<file path="src/rtl/ultrasonido_filtro.sv">
// Ultrasonic echo post-processing: µs-to-cm restoring divider, 4-sample moving
// average and hysteretic proximity flag with one-cycle near/far events.
module ultrasonido_filtro #(
    parameter int unsigned DIV_US_CM    = 58,
    parameter int unsigned MAX_CM       = 400,
    parameter int unsigned UMBRAL_CERCA = 50,
    parameter int unsigned UMBRAL_LEJOS = 60
) (
    input  logic        clk,
    input  logic        reset,
    input  logic [15:0] echo_us,
    input  logic        echo_valid,
    input  logic        echo_timeout,
    output logic [8:0]  distancia_cm,
    output logic [8:0]  promedio_cm,
    output logic        dist_valid,
    output logic        cerca,
    output logic        evento_cerca,
    output logic        evento_lejos,
    output logic        busy,
    output logic        overrun
);

    localparam int unsigned DW = 16;
    localparam int unsigned CW = 9;
    localparam int unsigned SW = 11;
    localparam int unsigned RW = 7;
    localparam int unsigned NB = 4;

    typedef enum logic [1:0] {
        IDLE,
        DIVIDE,
        AVERAGE,
        COMPARE
    } state_e;

    state_e          state_q, state_d;
    logic [DW-1:0]   dividend_q, dividend_d;
    logic [DW-1:0]   quot_q, quot_d;
    logic [RW-1:0]   rem_q, rem_d;
    logic [3:0]      cnt_q, cnt_d;
    logic [CW-1:0]   smp_q [NB];
    logic [CW-1:0]   smp_d [NB];
    logic [1:0]      ptr_q, ptr_d;
    logic [SW-1:0]   sum_q, sum_d;
    logic [CW-1:0]   distancia_q, distancia_d;
    logic [CW-1:0]   promedio_q, promedio_d;
    logic            dist_valid_q, dist_valid_d;
    logic            cerca_q, cerca_d;
    logic            ev_cerca_q, ev_cerca_d;
    logic            ev_lejos_q, ev_lejos_d;
    logic            busy_q, busy_d;
    logic            overrun_q, overrun_d;

    logic [RW:0]     trial;
    logic [CW-1:0]   q_sat;
    logic [CW-1:0]   avg;

    // Restoring division step: shift the next dividend bit into the partial remainder.
    assign trial = {rem_q, dividend_q[DW-1]};
    assign q_sat = (quot_q > DW'(MAX_CM)) ? CW'(MAX_CM) : quot_q[CW-1:0];
    assign avg   = sum_q[SW-1:2];

    always_comb begin
        state_d      = state_q;
        dividend_d   = dividend_q;
        quot_d       = quot_q;
        rem_d        = rem_q;
        cnt_d        = cnt_q;
        smp_d        = smp_q;
        ptr_d        = ptr_q;
        sum_d        = sum_q;
        distancia_d  = distancia_q;
        promedio_d   = promedio_q;
        dist_valid_d = 1'b0;
        cerca_d      = cerca_q;
        ev_cerca_d   = 1'b0;
        ev_lejos_d   = 1'b0;
        overrun_d    = overrun_q;

        if (state_q != IDLE && (echo_valid || echo_timeout)) begin
            overrun_d = 1'b1;
        end

        case (state_q)
            IDLE: begin
                if (echo_timeout) begin
                    quot_d  = DW'(MAX_CM);
                    state_d = AVERAGE;
                end else if (echo_valid) begin
                    dividend_d = echo_us;
                    quot_d     = '0;
                    rem_d      = '0;
                    cnt_d      = '0;
                    state_d    = DIVIDE;
                end
            end
            DIVIDE: begin
                dividend_d = {dividend_q[DW-2:0], 1'b0};
                if (trial >= (RW + 1)'(DIV_US_CM)) begin
                    rem_d  = RW'(trial - (RW + 1)'(DIV_US_CM));
                    quot_d = {quot_q[DW-2:0], 1'b1};
                end else begin
                    rem_d  = trial[RW-1:0];
                    quot_d = {quot_q[DW-2:0], 1'b0};
                end
                cnt_d = cnt_q + 4'd1;
                if (cnt_q == 4'd15) begin
                    state_d = AVERAGE;
                end
            end
            AVERAGE: begin
                // Saturated quotient is kept in quot_q for the COMPARE stage.
                quot_d        = DW'(q_sat);
                sum_d         = sum_q - SW'(smp_q[ptr_q]) + SW'(q_sat);
                smp_d[ptr_q]  = q_sat;
                ptr_d         = ptr_q + 2'd1;
                state_d       = COMPARE;
            end
            COMPARE: begin
                distancia_d  = quot_q[CW-1:0];
                promedio_d   = avg;
                dist_valid_d = 1'b1;
                if (!cerca_q && (avg < CW'(UMBRAL_CERCA))) begin
                    cerca_d    = 1'b1;
                    ev_cerca_d = 1'b1;
                end else if (cerca_q && (avg >= CW'(UMBRAL_LEJOS))) begin
                    cerca_d    = 1'b0;
                    ev_lejos_d = 1'b1;
                end
                state_d = IDLE;
            end
            default: state_d = IDLE;
        endcase

        busy_d = (state_d != IDLE);
    end

    always_ff @(posedge clk or posedge reset) begin
        if (reset) begin
            state_q      <= IDLE;
            dividend_q   <= '0;
            quot_q       <= '0;
            rem_q        <= '0;
            cnt_q        <= '0;
            for (int i = 0; i < NB; i++) begin
                smp_q[i] <= CW'(MAX_CM);
            end
            ptr_q        <= '0;
            sum_q        <= SW'(NB * MAX_CM);
            distancia_q  <= '0;
            promedio_q   <= '0;
            dist_valid_q <= 1'b0;
            cerca_q      <= 1'b0;
            ev_cerca_q   <= 1'b0;
            ev_lejos_q   <= 1'b0;
            busy_q       <= 1'b0;
            overrun_q    <= 1'b0;
        end else begin
            state_q      <= state_d;
            dividend_q   <= dividend_d;
            quot_q       <= quot_d;
            rem_q        <= rem_d;
            cnt_q        <= cnt_d;
            smp_q        <= smp_d;
            ptr_q        <= ptr_d;
            sum_q        <= sum_d;
            distancia_q  <= distancia_d;
            promedio_q   <= promedio_d;
            dist_valid_q <= dist_valid_d;
            cerca_q      <= cerca_d;
            ev_cerca_q   <= ev_cerca_d;
            ev_lejos_q   <= ev_lejos_d;
            busy_q       <= busy_d;
            overrun_q    <= overrun_d;
        end
    end

    assign distancia_cm = distancia_q;
    assign promedio_cm  = promedio_q;
    assign dist_valid   = dist_valid_q;
    assign cerca        = cerca_q;
    assign evento_cerca = ev_cerca_q;
    assign evento_lejos = ev_lejos_q;
    assign busy         = busy_q;
    assign overrun      = overrun_q;

endmodule

</file>
<file path="config.mk">
export PLATFORM = sky130hd
export DESIGN_NAME = ultrasonido_filtro
export DESIGN_NICKNAME = d
export VERILOG_FILES = /design/src/rtl/ultrasonido_filtro.sv
export SDC_FILE = /design/constraint.sdc
export NUM_CORES = 1
export LEC_CHECK = 0
export CORE_UTILIZATION = 44
export CTS_BUF_LIST = sky130_fd_sc_hd__clkbuf_2
export DETAILED_ROUTE_END_ITERATION = 12
export GPL_ROUTABILITY_DRIVEN = 1
export PLACE_DENSITY_LB_ADDON = 0.05
export SETUP_SLACK_MARGIN = 0.1
export SYNTH_ARGS = -nofsm -noshare
export SYNTH_HDL_FRONTEND = slang
export SYNTH_SLANG_ARGS = --single-unit
</file>
<file path="constraint.sdc">
create_clock -name clk -period 4.31 [get_ports clk]
set_clock_uncertainty 0.05 [all_clocks]
set_input_delay 0.862 -clock clk [delete_from_list [all_inputs] [get_ports clk]]
set_output_delay 0.862 -clock clk [all_outputs]
set_load 0.01 [all_outputs]
</file>
==> flow_summary.yaml <==
power:
  leakage_nw: 3.02
  power_switching_share_pct: 39.7
  power.internal_mw: 2.90
  clkPwrFrac_pct: 18.0
  powerDensity_nw_per_um2: 719
  comb_power_share_pct: 47.4
  ir_drop_uv: 358
  p_seq_share_pct: 34.5
  p_switching_mw: 1.91
synth:
  avgSynthCellArea_sq_um: 10.9
  synth_xor_area_share_pct: 1.52
  synth_adder_area_share_pct: 8.12
  synth_edf_count: 0
  synth_compound_area_share_pct: 15.6
  synth.distinct_cells: 51
  netlist_area_sq_um: 5760
  ys_async_sr_fraction_pct: 100
  ys_seq_area_share_pct: 51.6
  synth_top_family_by_area: "compound AO/OA/AOI/OAI gates"
  synth_ff_type: "dfrtp_1"
  ys.warnings.count: 0
  syn_inst: 528
  synth-simple-area-share_pct: 9.53
  synth.area.mux_share_pct: 9.16
  synth-seq-cells: 118
  synth_nets: 580
final_layout:
  drive_gt1_share_pct: 15.8
  nets: 626
  syn_to_final_growth_pct: 16.0
  layout_commonest_cell: "dfrtp_1"
  mostFrequentLayoutCells: "dfrtp_1 (103), nand2_1 (78), o21ai_0 (56)"
  antennaDiodeCount: 0
  fin_cells: 759
grt:
  grt_overflow_total: 0
  grt_usage_pct: 19.6
  grt_start_max_net_pins: 67
  antenna_found_initial: 0
  grt_pass1_vias: 4034
  grt_pass1_wl_mm: 19.9
drt:
  routedWlPerCell_um: 15.5
  ant_nets: 0
  postRouteWirelength_mm: 11.7
  vias_per_cell: 5.27
  drcViolationCount: 0
  firstDrtPassIters: 4
  drt_iter0_markers: 222
  vias: 3998
setup_path:
  critPathBufInv: 2
  crit_fanout: 11
  path_class: "reg2reg"
  start_kind: "flip-flop"
  slowest_stage: "fa_1"
  crit_chain: "o41ai_1 > nand2_1 > a31oi_1 > buf_4 > nand2_1 > fa_1 > inv_1 > ha_1 > and2b_2 > o211ai_1 > a21oi_1 > or3_2 > a31oi_1"
  cp_data_required_time_ns: 4.85
  cp_data_arrival_time_ns: 4.18
  critPathMaxStageDelay_ns: 0.52
  cpLargestDelayFamily: "compound AO/OA/AOI/OAI gates"
  cp-end-kind: "flip-flop"
clock_network:
  cts_hold_buf: 0
  post_cts_buffers: 0
  path_clk_slew_ns: 0.18
  clock_path_buffers: 2
  cts_sinks: 118
  clock_latency_ns: 0.67
  htreeDepth: 4
  cts_tree: "done"
  root_buffer: "clkbuf_2"
  cts_buffers: 17
  cts_resized: 0
floorplan:
  core_sq_um: 12700
  die_area_sq_um: 13600
  start_util_pct: 45.5
  fp.dieW_um: 116
  row_count: 41
  pin_count: 44
  die_h_um: 116
worst_hold_path:
  hold_path.class: "reg2reg"
timing:
  finalCritPeriodShare_pct: 84.4
  hold_ws_ns: 0.442
  timing.final.hold_violations: 0
  fin_tns_setup_ns: 0
  grt_setup_unrepaired: "false"
  fmax_mhz: 275
  period_minus_slack_ns: 3.64
  slew_violations: 0
  slew_headroom_pct: 34.9
  setup_violations: 0
  worst_slew_pin_slew_ns: 0.976
outcome:
  status: "finished clean"
run:
  maxCapViolations: 0
placement:
  gp_congestion: 0.842
  io_buffers: 43
  dpl.cell_count: 727
  dp_hpwl_mm: 8.08
-- registers in the layout, summed over array words and instances, names as in the netlist, 2 cells and up --
signal,cells
cnt_q,4
quot_q,16
promedio_cm,9
ptr_q,2
sum_q,11
smp_q,36
dividend_q,16
state_q,2
rem_q,7
distancia_cm,9
-- metrics by stage --
stage	setup WS, ns	utilization [%]	total power, mW	area [sq um]
floorplan	0.294	-	3.34	5760
global placement	0.749	50.4	3.95	6390
detailed placement	0.755	50.4	3.97	6390
CTS	0.699	52.8	4.86	6690
global route	0.375	52.8	5.24	6690
finish	0.672	52.8	4.81	6690
-- final timing paths --
kind | endpoint | cells past startpoint | slack, ns | startpoint
setup / recovery | sum_q[10] | 13 | 0.67 | quot_q[0]
hold / removal | smp_q[16] | 2 | 0.44 | smp_q[16]
min in group asynchronous | rem_q[6] | 2 | 0.62 | reset
setup reg to reg | sum_q[10] | 13 | 0.67 | quot_q[0]
max in group asynchronous | sum_q[6] | 3 | 2.58 | reset
hold reg to reg | smp_q[16] | 2 | 0.44 | smp_q[16]
-- per-layer routing --
layer  global-route usage (%)  up-vias  wire length (um)
li1                         -     1946                 -
met1                     25.6     1987              5550
met2                     31.8       58              5680
met3                     5.45        7               391
met4                     5.90        0               106
met5                        0        -                 0
-- cell families after synthesis --
| logic type | after synthesis |
|---|---|
| buf+inv | 65 |
| simple gates | 127 |
| compound gates | 137 |
| fa+ha+maj | 32 |
| mux | 39 |
| xor+xnor | 10 |
| flops | 118 |
-- cells in the mapped netlist, types with 6 or more instances --
cell | count | area, sq um
a22o_1 | 20 | 175
a221o_1 | 9 | 90.1
ha_1 | 23 | 288
xor2_1 | 7 | 61.3
mux4_2 | 9 | 203
o21ai_0 | 56 | 280
nand3_1 | 6 | 30.0
nand2_1 | 78 | 293
clkbuf_1 | 15 | 56.3
dfstp_2 | 15 | 394
a21oi_1 | 16 | 80.1
buf_2 | 6 | 30.0
fa_1 | 9 | 180
mux2i_1 | 10 | 100
nor2_1 | 20 | 75.1
mux2_2 | 20 | 225
inv_1 | 41 | 154
a31oi_1 | 9 | 56.3
dfrtp_1 | 103 | 2580
-- power groups by stage --
stage               logic [mW]  clock network, mW  registers [mW]
finish                    2.28              0.866            1.66
floorplan                 1.72                  0            1.63
global route              2.58              0.953            1.71
CTS                       2.29              0.898            1.67
global placement          2.27                  0            1.68
detailed placement        2.28                  0            1.69
-- tightest hold or removal path, delay by kind of cell (launching register included) --
family / cells / cell delay [ns]
AO/OA/AOI/OAI: 1 / 0.06
flip-flops: 1 / 0.40
AND/OR/NAND/NOR: 1 / 0.04
-- cell type report --
| class | instances | area (sq um) |
|---|---|---|
| clock inverter | 14 | 206 |
| timing repair buffer | 51 | 490 |
| fill | 1148 | 5990 |
| clock buffer | 18 | 90.1 |
| tap | 172 | 215 |
| sequential | 118 | 2970 |
| inverter | 41 | 156 |
| multi-input combinational | 345 | 2550 |
Power figures use the tool's default switching activity.
